<file path="src/rtl/fpga.sv">
// Board wrapper for the video-project FPGA: switch-to-LED mirroring, reset indicator and two blink dividers.
// Optional aux-clock activity monitor gating LEDR2 is enabled by defining FPGA_AUX_MONITOR_EN.
module fpga #(
    parameter int CLK_FREQ_HZ     = 50_000_000,
    parameter int BLINK_PERIOD_US = 1200,
    parameter int AUX_WINDOW      = 256
) (
    input  logic fpga_CLK,
    input  logic fpga_NRST,
    input  logic fpga_CLK_AUX,
    input  logic fpga_SW0,
    input  logic fpga_SW1,
    output logic fpga_LEDR0,
    output logic fpga_LEDR1,
    output logic fpga_LEDR2,
    output logic fpga_LEDR3,
    output logic fpga_SEL_CLK_AUX
);

    localparam int HALF = CLK_FREQ_HZ / 1_000_000 * BLINK_PERIOD_US / 2;
    localparam int CW   = (HALF > 1) ? $clog2(HALF) : 1;
    localparam logic [CW-1:0] CNT_LAST = CW'(HALF - 1);

    logic [CW-1:0] cnt1;
    logic [CW-1:0] cnt2;
    logic          en2;

    assign fpga_LEDR0       = fpga_SW0;
    assign fpga_SEL_CLK_AUX = fpga_SW1;
    assign fpga_LEDR3       = fpga_NRST;

    // NOTE: state updates use non-blocking assignments so every flop samples pre-edge values.
    always_ff @(posedge fpga_CLK or negedge fpga_NRST) begin
        if (!fpga_NRST) begin
            cnt1       <= '0;
            fpga_LEDR1 <= 1'b0;
        end else if (cnt1 == CNT_LAST) begin
            cnt1       <= '0;
            fpga_LEDR1 <= ~fpga_LEDR1;
        end else begin
            cnt1 <= cnt1 + 1'b1;
        end
    end

    always_ff @(posedge fpga_CLK or negedge fpga_NRST) begin
        if (!fpga_NRST) begin
            cnt2       <= '0;
            fpga_LEDR2 <= 1'b0;
        end else if (en2) begin
            if (cnt2 == CNT_LAST) begin
                cnt2       <= '0;
                fpga_LEDR2 <= ~fpga_LEDR2;
            end else begin
                cnt2 <= cnt2 + 1'b1;
            end
        end
    end

`ifdef FPGA_AUX_MONITOR_EN
    localparam int WW = (AUX_WINDOW > 1) ? $clog2(AUX_WINDOW) : 1;
    localparam logic [WW-1:0] WIN_LAST = WW'(AUX_WINDOW - 1);

    logic [1:0]    aux_sync;
    logic          aux_prev;
    logic          aux_edge;
    logic [WW-1:0] win_cnt;
    logic          win_active;
    logic          aux_ok;

    assign aux_edge = aux_sync[1] ^ aux_prev;

    // The aux clock is only sampled as data; two flops tame metastability before edge detection.
    always_ff @(posedge fpga_CLK or negedge fpga_NRST) begin
        if (!fpga_NRST) begin
            aux_sync <= 2'b00;
            aux_prev <= 1'b0;
        end else begin
            aux_sync <= {aux_sync[0], fpga_CLK_AUX};
            aux_prev <= aux_sync[1];
        end
    end

    always_ff @(posedge fpga_CLK or negedge fpga_NRST) begin
        if (!fpga_NRST) begin
            win_cnt    <= '0;
            win_active <= 1'b0;
            aux_ok     <= 1'b0;
        end else if (win_cnt == WIN_LAST) begin
            // An edge on the last cycle still counts toward the closing window.
            win_cnt    <= '0;
            aux_ok     <= win_active | aux_edge;
            win_active <= 1'b0;
        end else begin
            win_cnt <= win_cnt + 1'b1;
            if (aux_edge) win_active <= 1'b1;
        end
    end

    assign en2 = aux_ok & fpga_SW1;
`else
    localparam int unused_aux_window = AUX_WINDOW;
    logic unused_aux;
    assign unused_aux = fpga_CLK_AUX;
    assign en2        = 1'b1;
`endif

endmodule

</file>
<file path="config.mk">
export PLATFORM = sky130hd
export DESIGN_NAME = fpga
export DESIGN_NICKNAME = d
export VERILOG_FILES = /design/src/rtl/fpga.sv
export SDC_FILE = /design/constraint.sdc
export NUM_CORES = 1
export LEC_CHECK = 0
export BUFFER_PORTS_ARGS = -buffer_cell sky130_fd_sc_hd__buf_4
export CAP_MARGIN = 20
export CORE_ASPECT_RATIO = 0.7
export CORE_MARGIN = 1
export CORE_UTILIZATION = 53
export CTS_BUF_LIST = sky130_fd_sc_hd__clkbuf_16
export CTS_CLUSTER_SIZE = 25
export DETAILED_ROUTE_END_ITERATION = 7
export PLACE_DENSITY = 0.82
export REMOVE_ABC_BUFFERS = 1
export SLEW_MARGIN = 15
export SYNTH_ARGS = -nofsm -noshare
export SYNTH_HDL_FRONTEND = slang
export SYNTH_SLANG_ARGS = --single-unit
export TNS_END_PERCENT = 5
</file>
<file path="constraint.sdc">
create_clock -name fpga_CLK -period 1.4 [get_ports fpga_CLK]
set_input_delay 0.28 -clock fpga_CLK [delete_from_list [all_inputs] [get_ports fpga_CLK]]
set_output_delay 0.28 -clock fpga_CLK [all_outputs]
set_load 0.01 [all_outputs]
</file>
Word-level counts from Yosys, hierarchy flattened
Cells that the tools add are included.
- latch bits: 0
- input port bits: 5
- bits in registers: 32
- memories: 0
- output and inout port bits: 5
- memory bits (writable): 0
- bits in read-only memories: 0
- mux-type cells: 2
- shifts and indexed selects: 0
- add/sub/neg operators: 2
- bitwise operators: 2
- magnitude comparators: 0
- equal/unequal tests: 2
- reductions and logical operators: 0
- multiply operators: 0
- divide/modulo/power cells: 0
- operators by type and width (cell ; number):
    $add A15 B1 Y15 const B ; 2
    $eq A15 B15 Y1 const B ; 2
    $mux W15 ; 2
    $not A1 Y1 ; 2

Depth between registers and ports, before layout
- depth in word-level cells: 2
- mapped depth: 5

Worst setup path before layout
OpenSTA, ideal clock, no wires.
- path kind: flip-flop to flip-flop
- start: reg cnt1[0]
- end: reg cnt1[10]
- path slack: -0.086 ns
- data arrival time: 1.408 ns
- stages on the path, launching flop included: 5
- path buffers: 0
- required time: 1.323 ns
- setup time: 0.077 ns
- cells stage by stage: dfrtp_1 -> ha_1 -> nand3_2 -> or4_1 -> a21oi_1
- word-level cells in the longest chain between the ends: 2
- elaborated cells between the ends (all ways): 3
- ends and longest elaborated chain (what ; line ; text):
    start: declaration ; 24 ; logic [CW-1:0] cnt1;
    start signal: assignment ; 41 ; cnt1 <= cnt1 + 1'b1;
    $add A15 B1 Y15 or $eq A15 B15 Y1 (tied branches) ; 41, 37 ;
    $mux W15 * ; 37 ; end else if (cnt1 == CNT_LAST) begin
Mark *: on every way between the ends. The rest lies on a longest branch, timed or not.
A chain may end at the register's enable or synchronous reset.

Worst setup path after layout
- start: reg cnt2[1]
- end: reg cnt2[1]
- word-level cells in the longest chain between the ends: 2
- elaborated cells between the ends (all ways): 3
- ends and longest elaborated chain (what ; line ; text):
    start: declaration ; 25 ; logic [CW-1:0] cnt2;
    start signal: assignment ; 54 ; cnt2 <= cnt2 + 1'b1;
    $add A15 B1 Y15 or $eq A15 B15 Y1 (tied branches) ; 54, 50 ;
    $mux W15 * ; 50 ; if (cnt2 == CNT_LAST) begin
Marks and branches as above.

==> impl_metrics.ini <==
[timing]
rsz_0062_raised_after_global_routing = true
final.setup.worst_slack_ps = -207
layout_worst_path_cycle_share = 1.15
finalWorstPathRequiredPeriod_ps = 1610
timing.final.setup_violations = 23
worst_slew_margin_rel = 0.723
finalHoldWorstSlack_ps = 32.3
slew_viol_final = 0
tightestPinTransition_ps = 415
setup-tns-final_ps = -3280
report.final.hold_viol_count = 0
fmaxAchievable_ghz = 0.622
fin_skew_ps = 4.08

[yosys]
syn_area_sq_mm = 0.00159
yosys.area_share.simple = 0.268
ys_warn_count = 0
dominant_combinational_cell_family_by_area_after_synthesis = simple AND/OR/NAND/NOR gates
xor_and_xnor_area_share_after_synthesis = 0.0973
share_of_the_synthesized_area_in_compound_gates_ao_oa_aoi_oai = 0.0879
synth_cell_types = 28
synth_cells = 147
yosys.area_share.adder = 0.0157
share_of_synthesized_area_occupied_by_flip_flops_and_latches = 0.502
syn_avg_cell_area_sq_um = 10.8
synth_seq_cells = 32
muxShareOfSynthArea = 0

[drt]
finalWirelength_um = 4940
route.vias.total = 1572
avgViaCountPerCell = 6.75
post_drt_wl_per_cell_um = 21.2
drt.antenna.violating_nets = 0
first_pass_iters = 8
drc = 0
dr.first_iter.drc_count = 232

[flow_run]
maxCapViolations = 0

[clock_tree]
tritoncts.num_buffers = 5
clock_tree.htree_level_count = 2
cts-root-buf = sky130_fd_sc_hd__clkbuf_16
tritoncts_clock_tree = yes
clock_sink_count = 32
path_clk_slew_ps = 60
clk-insertion-delay-late_ps = 280
ctsLongestPathBuffers = 2

[status]
run_status = finished with violations
violations = setup timing

[final_layout]
fillers = 148
layout_cells_sized_above_1 = 0.365
syn_to_final_growth_pct = 39.6
finalNonFillerCells = 233
final_cell_mix = 39 x sky130_fd_sc_hd__buf_4, 32 x sky130_fd_sc_hd__dfrtp_1, 11 x sky130_fd_sc_hd__a21oi_1
layout.cells.most_common = sky130_fd_sc_hd__buf_4
finalInstanceArea_sq_mm = 0.00223
antenna_cells_inserted = 0
fin_nets = 203
finalCoreUtilization = 0.789

[critical_path]
rr_startpoint = cnt2[1]
path_max_fanout = 6
reg2reg_slack_ps = -210
worst_ep_arrival_time_ps = 1770
reg2reg_to = cnt2[1]
worst-endpoint-required_ps = 1560
crit_type = reg -> reg
worst_setup_path_start_kind = flip-flop
ff2ff_path_depth = 5
critical_path.endpoint_type = flip-flop

[place]
gp_weighted_congestion = 0.806
dp_cells = 216
buffer_ports.inserted = 4
place_worst_setup_slack_ps = -169
place.detailed.hpwl_um = 2720
postPlaceCellArea_sq_mm = 0.00189

[min_path]
holdCritPathClass = in -> async

[floorplanning]
floorplan.io_pins = 10
initial_core_util = 0.565
num_rows = 16
die_area_sq_mm = 0.00323
die_w_um = 67.6
die-height_um = 47.9
core-area_sq_mm = 0.00282

[grt]
number_of_antenna_violations_at_the_first_check_in_global_routing = 0
global_route_wire_length_before_repair_um = 7000
grt.total_usage = 0.318
grt.overflow.total = 0
grt_start_max_net_pins = 33
first_global_vias = 1415

[power_and_ir_drop]
power_leakage_nw = 1.02
fin_total_pwr_mw = 2.01
power_density_mw_per_mm2 = 902
ir_worst_vdd_uv = 568
per-layer routing:
metal  GRT usage  up-vias  part of all wire
met1       0.394      761              0.41
met4       0.149        0             0.048
met3       0.100       37             0.089
met5           0        -                 0
met2       0.519      113              0.45
li1            -      661                 -
area by class of cell:
| cell class | instances | area, sq um | area share |
|---|---|---|---|
| Tap cell | 36 | 45.0 | 0.0202 |
| Inverter | 2 | 7.51 | 0.00337 |
| Clock inverter | 3 | 18.8 | 0.00843 |
| Multi-Input combinational cell | 108 | 843 | 0.379 |
| Sequential cell | 32 | 801 | 0.360 |
| Clock buffer | 5 | 125 | 0.0562 |
| Timing Repair Buffer | 47 | 385 | 0.173 |
cells in the mapped netlist:
cell type / instances / area (sq um)
sky130_fd_sc_hd__o21ai_0: 4 / 20.0
sky130_fd_sc_hd__nand4_1: 7 / 43.8
sky130_fd_sc_hd__ha_1: 2 / 25.0
sky130_fd_sc_hd__nand2_1: 6 / 22.5
sky130_fd_sc_hd__xnor2_1: 6 / 52.6
sky130_fd_sc_hd__nand3_2: 2 / 20.0
sky130_fd_sc_hd__nor3_1: 2 / 10.0
sky130_fd_sc_hd__o31ai_1: 4 / 30.0
sky130_fd_sc_hd__a31oi_1: 2 / 12.5
sky130_fd_sc_hd__or3_2: 2 / 15.0
sky130_fd_sc_hd__a41oi_1: 2 / 17.5
sky130_fd_sc_hd__and4_2: 1 / 10.0
sky130_fd_sc_hd__inv_1: 2 / 7.51
sky130_fd_sc_hd__nor4_2: 2 / 25.0
sky130_fd_sc_hd__nor2_1: 8 / 30.0
sky130_fd_sc_hd__and4_1: 5 / 43.8
sky130_fd_sc_hd__nand3_1: 8 / 40.0
sky130_fd_sc_hd__buf_4: 5 / 37.5
sky130_fd_sc_hd__xor2_1: 8 / 70.1
sky130_fd_sc_hd__xor2_2: 2 / 32.5
sky130_fd_sc_hd__a21oi_1: 12 / 60.1
sky130_fd_sc_hd__and2b_1: 2 / 15.0
sky130_fd_sc_hd__dfrtp_1: 32 / 801
sky130_fd_sc_hd__or4_1: 4 / 30.0
sky130_fd_sc_hd__nor4_1: 8 / 50.1
sky130_fd_sc_hd__nand4_2: 1 / 12.5
sky130_fd_sc_hd__nand4b_1: 4 / 35.0
sky130_fd_sc_hd__or3_1: 4 / 25.0
what timing repair did:
item	in CTS	in global routing
setup endpoints to repair	24	23
gates cloned	2	0
pin swaps	5	4
setup buffers	4	3
hold buffers	0	0
hold endpoints to repair	0	0
gates resized for setup	16	8
sequential cells by signal, indices dropped and copies added, names as in the netlist:
name,flops
fpga_LEDR1,1
cnt1,15
fpga_LEDR2,1
cnt2,15
worst max-delay path by stage:
stage | start | to | slack (ps)
after floorplan | cnt1[0] | cnt1[1] | -480
after global placement | cnt2[7] | cnt2[1] | -120
after detailed placement | cnt1[1] | cnt1[1] | -170
after CTS | cnt2[1] | cnt2[1] | -130
after global routing | cnt1[7] | cnt1[1] | -210
final | cnt2[1] | cnt2[1] | -210
logic make-up after synthesis:
logic type	count (synthesis)
buf+inv	7
fa+ha+maj	2
compound gates	24
xor+xnor	16
simple gates	66
flops	32
critical path, stage by stage, from the launching register on:
cell,delay (ps)
sky130_fd_sc_hd__dfrtp_1,350
sky130_fd_sc_hd__ha_2,220
sky130_fd_sc_hd__nand3_4,140
sky130_fd_sc_hd__nor4_4,400
sky130_fd_sc_hd__buf_6,190
sky130_fd_sc_hd__and2b_1,190
report_power, final:
part           internal [mW]  total (mW)  leakage [nW]  switching (mW)
clock                  0.651        1.06        0.0635           0.407
combinational        0.00539      0.0250         0.542          0.0196
sequential             0.926       0.926         0.418               0
Note: power is estimated with default switching activity, not from simulation.
